===== src/rtl/fifo_ctrl.sv =====
// FIFO pointer/occupancy controller for an external register file.
// Tracks head/tail pointers, entry count, status/threshold flags and sticky error flags.
module fifo_ctrl #(
  parameter int no_of_words   = 3,
  parameter int almost_margin = 1
) (
  input  logic                   clk,
  input  logic                   reset,
  input  logic                   wr,
  input  logic                   rd,
  output logic                   w_en,
  output logic [no_of_words-1:0] write_address,
  output logic [no_of_words-1:0] read_address,
  output logic                   full,
  output logic                   empty,
  output logic                   almost_full,
  output logic                   almost_empty,
  output logic [no_of_words:0]   count,
  output logic                   overflow,
  output logic                   underflow
);

  localparam logic [no_of_words:0] DEPTH_C = {1'b1, {no_of_words{1'b0}}};
  localparam logic [no_of_words:0] AE_TH   = (no_of_words+1)'(almost_margin);
  localparam logic [no_of_words:0] AF_TH   = DEPTH_C - AE_TH;

  typedef enum logic [1:0] {
    IDLE = 2'b00,
    POP  = 2'b01,
    PUSH = 2'b10,
    BOTH = 2'b11
  } op_t;

  logic                   push;
  logic                   pop;
  op_t                    op;
  logic [no_of_words-1:0] wa_nxt;
  logic [no_of_words-1:0] ra_nxt;
  logic [no_of_words:0]   cnt_nxt;

  // A write while full is still accepted when the same cycle frees a slot.
  assign push = wr & (~full | rd);
  assign pop  = rd & ~empty;
  assign w_en = push;
  assign op   = op_t'({push, pop});

  assign almost_full  = (count >= AF_TH);
  assign almost_empty = (count <= AE_TH);

  always_comb begin
    wa_nxt  = write_address;
    ra_nxt  = read_address;
    cnt_nxt = count;
    case (op)
      PUSH: begin
        wa_nxt  = write_address + 1'b1;
        cnt_nxt = count + 1'b1;
      end
      POP: begin
        ra_nxt  = read_address + 1'b1;
        cnt_nxt = count - 1'b1;
      end
      BOTH: begin
        wa_nxt = write_address + 1'b1;
        ra_nxt = read_address + 1'b1;
      end
      default: ;
    endcase
  end

  always_ff @(posedge clk) begin
    if (reset) begin
      write_address <= '0;
      read_address  <= '0;
      count         <= '0;
      full          <= 1'b0;
      empty         <= 1'b1;
      overflow      <= 1'b0;
      underflow     <= 1'b0;
    end else begin
      write_address <= wa_nxt;
      read_address  <= ra_nxt;
      count         <= cnt_nxt;
      // Flags are derived from the next count so they never lag it.
      full          <= (cnt_nxt == DEPTH_C);
      empty         <= (cnt_nxt == '0);
      overflow      <= overflow | (wr & ~push);
      underflow     <= underflow | (rd & ~pop);
    end
  end

endmodule


===== config.mk =====
export PLATFORM = sky130hd
export DESIGN_NAME = fifo_ctrl
export DESIGN_NICKNAME = d
export VERILOG_FILES = /design/src/rtl/fifo_ctrl.sv
export SDC_FILE = /design/constraint.sdc
export NUM_CORES = 1
export LEC_CHECK = 0
export CORE_MARGIN = 2
export CORE_UTILIZATION = 35
export CTS_BUF_LIST = sky130_fd_sc_hd__clkbuf_8 sky130_fd_sc_hd__clkbuf_16
export DETAILED_ROUTE_END_ITERATION = 7
export PLACE_DENSITY_LB_ADDON = 0.15
export SYNTH_ARGS = -nofsm -noshare
export SYNTH_HDL_FRONTEND = slang
export SYNTH_SLANG_ARGS = --single-unit
export TNS_END_PERCENT = 100

===== constraint.sdc =====
create_clock -name clk -period 2.9 [get_ports clk]
set_clock_uncertainty 0.05 [all_clocks]
set_input_delay 0.29 -clock clk [delete_from_list [all_inputs] [get_ports clk]]
set_output_delay 0.29 -clock clk [all_outputs]
set_load 0.02 [all_outputs]

=== Word level (Yosys, flattened, before mapping) ===
Cells that the tools add are included.

* Logic and storage cells: 32
* Input bits: 4
* Register bits after elaboration: 14
* Output and inout port bits: 17

* $lt $le $gt $ge: 2
* Eq/ne operators: 4
* Bitwise logic cells: 11
* Reductions and logical operators: 3
* Multiplexer cells: 1
* Add/subtract/negate cells: 4

{| class="wikitable"
|+ Operator list
! operator !! count
|-
| $pmux 4 s2 || 1
|-
| $add 3x1->3 const B || 2
|-
| $add 4x1->4 const B || 1
|-
| $and 1x1->1 || 4
|-
| $eq 2x2->1 const B || 2
|-
| $eq 4x4->1 const B || 1
|-
| $ge 4x3->1 const B || 1
|-
| $le 4x1->1 const B || 1
|-
| $logic_not 4->1 || 1
|-
| $not 1->1 || 4
|-
| $reduce_or 2->1 || 2
|-
| $sub 4x1->4 const B || 1
|-
| $or 1x1->1 || 3
|-
| $eq 2x1->1 const B || 1
|}

=== Logic depth before layout (Yosys ltp) ===
Gate-level depths: netlist of run 1.

* Word-level depth: 6
* Depth in mapped cells: 8
* Depth with buffers taken out: 8

=== Worst setup path after synthesis of run 1 ===
Ideal clock, no wire load.

* Path type: register -> register
* Start: register full
* End: register full
* Cell stages (with the launch flop): 9
* Required time: 2.770 ns
* Setup slack: 0.872 ns
* Data arrival time: 1.899 ns
* Setup time: 0.080 ns
* Period minus slack after synthesis: 2.028 ns
* Buffers on the path: 0
* Cell sequence: dfxtp_1 -> nand2b_1 -> nand2_1 -> inv_1 -> ha_1 -> mux2_2 -> mux2i_1 -> and4_1 -> nor3b_1

* Cells in the longest elaborated chain, start to end: 6
* Elaborated cells on any way between the ends: 7
* Classes of those cells: 3 x eq/ne; 1 x mux; 3 x bitwise

{| class="wikitable"
|+ Ends and longest elaborated chain
! element !! RTL line !! text
|-
| start: declaration || 14 || <nowiki>output logic full,</nowiki>
|-
| start signal: assignment || 85 || <nowiki>full <= (cnt_nxt == DEPTH_C);</nowiki>
|-
| $not 1->1 (*) || 42 || <nowiki>assign push = wr & (~full | rd);</nowiki>
|-
| $or 1x1->1 (*) || 42 ||
|-
| $and 1x1->1 (*) || 42 ||
|-
| net w_en || 11 || <nowiki>output logic w_en,</nowiki>
|-
| $eq 2x1->1 or $eq 2x2->1 (tied branches) || 54 || <nowiki>case (op)</nowiki>
|-
| $pmux 4 s2 (*) || 54 ||
|-
| $eq 4x4->1 (*) || 85 ||
|}

The timed path passes the listed nets; every way through them passes the cells marked *.
A chain may end at the register's enable or synchronous reset.

=== Worst setup path after layout of run 1 ===
* Start: input rd
* End: register full

* Cells in the longest elaborated chain, start to end: 5
* Elaborated cells on any way between the ends: 7
* Classes of those cells: 3 x eq/ne; 1 x mux; 3 x bitwise

{| class="wikitable"
|+ Ends and longest elaborated chain
! element !! RTL line !! text
|-
| start: declaration || 10 || <nowiki>input logic rd,</nowiki>
|-
| $or 1x1->1 || 42 ||
|-
| $and 1x1->1 || 42 ||
|-
| $eq 2x1->1 or $eq 2x2->1 (tied branches) || 54 ||
|-
| $pmux 4 s2 (*) || 54 ||
|-
| $eq 4x4->1 (*) || 85 ||
|}

Mark *: on every way between the ends. The rest lies on a longest branch, timed or not.

==> out/metrics.cfg, run 1 <==
[timing]
hold_viol_final = 0
worst_pin_slew_ns = 0.519
drv_slew = 0
setup_slack_ns = 0.635
period_share = 0.781
finalSetupViolCount = 0
setup_tns_ns = 0
max_freq_mhz = 441
slew_headroom = 0.653
rsz0062_at_grt = false
min_period_ns = 2.27
fin_hold_ws_ns = 0.422

[floorplanning]
die_h_um = 49.9
io_pins = 21
die_x_um = 49.9
start_util = 0.372
dieArea_um2 = 2490
core_region_area_um2 = 1980
num_rows = 16

[setup_path]
crit_family = simple AND/OR/NAND/NOR gates
slowest_stage = clkdlybuf4s50_1
crit_type = in -> reg
cp_max_fo = 5
arrival_ns = 2.38
startpoint_type = input pin
max_stage_delay_ns = 0.45
cp-end-kind = flip-flop
crit_chain = clkdlybuf4s50_1, nand2b_1, nand2_1, inv_1, ha_1, mux2_2, mux2i_1, and4_1, nor3b_1
crit_buf_inv = 2
required_ns = 3.02

[layout]
nets = 115
seq_area_um2 = 280
n_antenna_cell = 0
post-route-util = 0.518
drive_above_1_share = 0.0980
syn_to_final_growth_pct = 39.2
final_cells = 129
multi_input_area_um2 = 427
nFillCells = 184

[cts]
ctsHoldBuffers = 0
clkSlewWorstSetupHoldPaths_ns = 0.06
cts_buffer_depth = 2
cts_setup_buffers = 0
htreeDepth = 1
post_cts_resized = 0
cts_tree = done
clockRootBuffer = clkbuf_8
cts_sinks = 14
cts_made_buffers = 3
worstSkewPairLatency_ns = 0.24

[global_route]
grt_usage = 0.129
grt_pass1_vias = 572
antenna_found_initial = 0
grt_overflow = 0
grt_max_degree = 15
grt_pass1_wl_mm = 2.46

[drt]
antenna_left = 0
wl_per_cell_um = 11.1
num_vias = 604
dr.pass1.iters = 2
drtIter0Drc = 6
wirelength_mm = 1.43
drc = 0
viasPerCell = 4.68

[logic_synthesis]
postSynthCellCount = 79
synth_cell_types = 29
ys_seq_area_frac = 0.380
yosysWarnings = 0
syn-cell-area_um2 = 737
syn_nets = 91
postSynthAreaPerCell_um2 = 9.33
ys_ff_latch = 14

[placed_design]
numPortBuffers = 20
post-dp-hpwl_mm = 1.08
dp.cells = 125
gp_congestion = 0.822
place_ws_ns = 0.376

[power_and_ir_drop]
p_leak_nw = 0.423
power_density_nw_per_um2 = 545
vdd_ir_drop_max_uv = 315

[min_path]
hp-class = reg -> reg

[outcome]
outcome = completed

[job]
cap_viol_max_count = 0

==> report_power, final <==
part	leakage (nW)	internal (mW)	total (mW)	switching, mW
Sequential	0.114	0.207	0.222	0.0152
Combinational	0.281	0.0731	0.147	0.0742
Clock	0.0288	0.120	0.190	0.0699
==> state kept, by name, indices dropped and copies added, names as in the netlist <==
register	count
write_address	3
full	1
overflow	1
count	4
read_address	3
underflow	1
empty	1
==> final cells by class <==
class | instances | area share
multi-input cells | 57 | 0.416
flip-flops and latches | 14 | 0.273
well taps | 27 | 0.0329
clock buffers | 4 | 0.0537
repair buffers | 21 | 0.202
inverters | 6 | 0.0220
==> cells by family after synthesis <==
group	count (synthesis)	synth area share
adder cells (fa/ha/maj)	8	0.136
XOR/XNOR	4	0.0475
buffers and inverters	8	0.0407
AO/OA/AOI/OAI	12	0.138
multiplexers	4	0.0628
flip-flops	14	0.380
AND/OR/NAND/NOR	29	0.195
==> cells in the final DEF, fill, tap and decap left out, types with 2 or more instances in the layout <==
cell type / instances
nor3_1: 2
nor2_1: 12
nand2_1: 4
mux2i_1: 2
nand3_1: 2
nor2b_1: 3
xor2_1: 3
inv_1: 6
clkbuf_8: 4
dfxtp_1: 14
ha_1: 8
clkdlybuf4s50_1: 20
o21bai_1: 2
a21oi_1: 3
==> worst min-delay path, delay by kind of cell (launching register included) <==
family / cells / cell delay, ns
simple gates: 1 / 0.07
compound gates: 1 / 0.04
flops: 1 / 0.33
==> layer usage <==
layer	vias up	GRT usage	wire length, µm
li1	314	-	-
met1	277	0.162	658
met2	11	0.202	706
met3	2	0.0576	59
met4	0	0.0278	8
met5	-	0	0
==> Yosys cell counts, drive strengths merged <==
cell type / instances / area [µm²]
a21o: 2 / 16.3
a21oi: 3 / 15.0
a221oi: 1 / 26.3
a22oi: 1 / 7.51
a31oi: 1 / 6.26
and3: 1 / 6.26
and4: 1 / 8.76
clkbuf: 2 / 7.51
dfxtp: 14 / 280
ha: 8 / 100
inv: 6 / 22.5
mux2: 2 / 26.3
mux2i: 2 / 20.0
nand2: 4 / 15.0
nand2b: 1 / 6.26
nand3: 3 / 20.0
nor2: 12 / 45.0
nor2b: 3 / 18.8
nor3: 2 / 10.0
nor3b: 1 / 7.51
o21a: 1 / 7.51
o21bai: 2 / 15.0
o31ai: 1 / 7.51
or3: 1 / 6.26
xnor2: 1 / 8.76
xor2: 3 / 26.3
==> final timing paths <==
check / end / cells past startpoint / from / slack [ns]
min: overflow / 2 / overflow / 0.42
max: full / 9 / rd / 0.63
min reg2reg: overflow / 2 / overflow / 0.42
max reg2reg: full / 8 / full / 0.88
==> per-stage QoR <==
stage | cell area (µm²) | power, mW
floorplan | 737 | 0.316
global placement | 971 | 0.373
detailed placement | 971 | 0.374
CTS | 1030 | 0.567
global route | 1030 | 0.590
finish | 1030 | 0.559
(Power assumes the default switching activity.)
==> inputs of run 2 (changes only) <==
clock period = 2.2 ns   (was 2.9 ns; I/O delays follow)
==> run 2 against run 1 <==
  * Utilization grew 5.1 points
  * Sequential cell count did not move
  * Count of clock-buffer cells in the layout unchanged
  * Cell count rose by 7.8%
  * Largest cell class unchanged
  * Global-route usage increased by 1.8 points
  * Critical endpoint is now w_en
==> out/metrics.cfg, run 2 (synthesis gave the netlist of run 1 again) <==
[floorplanning]
die_h_um = 49.9
die_x_um = 49.9
start_util = 0.372
core_region_area_um2 = 1980
io_pins = 21
num_rows = 16
dieArea_um2 = 2490

[setup_path]
startpoint_type = input pin
crit-reg2reg-launch = full
r2r_end = full
crit_chain = clkdlybuf4s50_1, nand2b_1, nand2_2, inv_1, buf_4, clkdlybuf4s50_1
max_stage_delay_ns = 0.58
crit_type = in -> out
crit_top_cell = clkdlybuf4s50_1
crit_end = w_en
required_ns = 1.93
rr_worst_depth = 8
critPathLaunch = rd
cp_max_fo = 4
cp-end-kind = output pin
slowest_stage = clkdlybuf4s50_1
reg2reg_slack_ns = 0.30
arrival_ns = 1.82

[power_and_ir_drop]
comb_power_share = 0.304
power_density_nw_per_um2 = 683
p_int_mw = 0.555
switchingPower_mw = 0.215
vdd_ir_drop_max_uv = 541
p_leak_nw = 0.470
power.share.clock = 0.320
seqPwrFrac = 0.376
p_sw_frac = 0.279

[cts]
clkSlewWorstSetupHoldPaths_ns = 0.06
cts_sinks = 14
worstSkewPairLatency_ns = 0.24
cts_setup_buffers = 0
cts_tree = done
htreeDepth = 1
cts_buffer_depth = 2
ctsHoldBuffers = 0
clockRootBuffer = clkbuf_8
cts_made_buffers = 3

[placed_design]
place_ws_ns = -0.192
post-dp-hpwl_mm = 1.19
dp.cells = 135
gp_congestion = 0.797
numPortBuffers = 20

[global_route]
grt_max_degree = 15
antenna_found_initial = 0
grt_overflow = 0
grt_pass1_vias = 646
grt_usage = 0.147
grt_pass1_wl_mm = 2.75

[layout]
final_cell_mix = 20 x clkdlybuf4s50_1, 14 x dfxtp_1, 12 x nor2_1, 11 x buf_4, 7 x ha_1
nets = 125
post-route-util = 0.568
final_common_cell = clkdlybuf4s50_1
top_regs = count x4, read_address x3, write_address x3
final_cells = 139
n_antenna_cell = 0
largest_reg_flops = 4
top_register = count
nFillCells = 188
syn_to_final_growth_pct = 52.8
drive_above_1_share = 0.214

[min_path]
min_path_cells = 2
hp-class = reg -> reg

[timing]
hold_viol_final = 0
slew_headroom = 0.645
finalSetupViolCount = 0
max_freq_mhz = 477
setup_slack_ns = 0.106
min_period_ns = 2.09
worst_pin_slew_ns = 0.530
period_share = 0.952
drv_slew = 0

[drt]
drtIter0Drc = 6
antenna_left = 0
viasPerCell = 4.61
wl_per_cell_um = 11.6
num_vias = 641
wirelength_mm = 1.62
drc = 0
dr.pass1.iters = 4

[job]
cap_viol_max_count = 0

[outcome]
outcome = completed

==> run 2: area by class of cell <==
type	instances	area [µm²]	share of cell area
Timing Repair Buffer	31	283	0.251
Clock buffer	4	55.1	0.0489
Sequential cell	14	280	0.249
Multi-Input combinational cell	57	452	0.401
Inverter	6	22.5	0.0200
Tap cell	27	33.8	0.0300
==> run 2: worst max-delay path: cells and delay by family <==
| family | cells | cell delay (ns) |
|---|---|---|
| buffers and inverters | 4 | 1.32 |
| and+or+nand+nor | 2 | 0.27 |
==> run 2: stage by stage <==
step | power, mW | cell area, µm² | hold WS, ns | TNS, ns
2_1_floorplan | 0.417 | 737 | 0.239 | 0
3_3_place_gp | 0.517 | 1050 | 0.404 | -0.369
6_report | 0.769 | 1130 | 0.424 | 0
5_1_grt | 0.819 | 1130 | 0.457 | -0.00655
3_5_place_dp | 0.520 | 1050 | 0.419 | -0.536
4_1_cts | 0.769 | 1100 | 0.431 | 0
==> run 2: worst min path at each step <==
stage                     startpoint          endpoint  slack (ns)
CTS                 write_address[1]  write_address[1]        0.43
detailed placement         underflow         underflow        0.42
global placement            overflow          overflow        0.40
floorplan                      reset          count[2]        0.24
finish                      overflow          overflow        0.42
global route                overflow          overflow        0.46
==> run 2: timing repair <==
| action | 4_1_cts | 5_1_grt |
|---|---|---|
| hold endpoints to repair | 0 | 0 |
| setup endpoints to repair | 0 | 3 |
| resized for setup | 0 | 5 |
==> run 2: layer usage <==
metal	up-vias	wire length (µm)	GRT usage
met3	2	68	0.0576
met4	0	11	0.0417
met5	-	0	0
li1	331	-	-
met2	12	802	0.249
met1	296	735	0.169
==> run 2: power groups by stage <==
stage | sequential [mW] | combinational (mW) | clock, mW
global route | 0.293 | 0.255 | 0.271
finish | 0.289 | 0.234 | 0.246
detailed placement | 0.296 | 0.224 | 0
CTS | 0.290 | 0.226 | 0.253
floorplan | 0.318 | 0.0993 | 0
global placement | 0.295 | 0.222 | 0
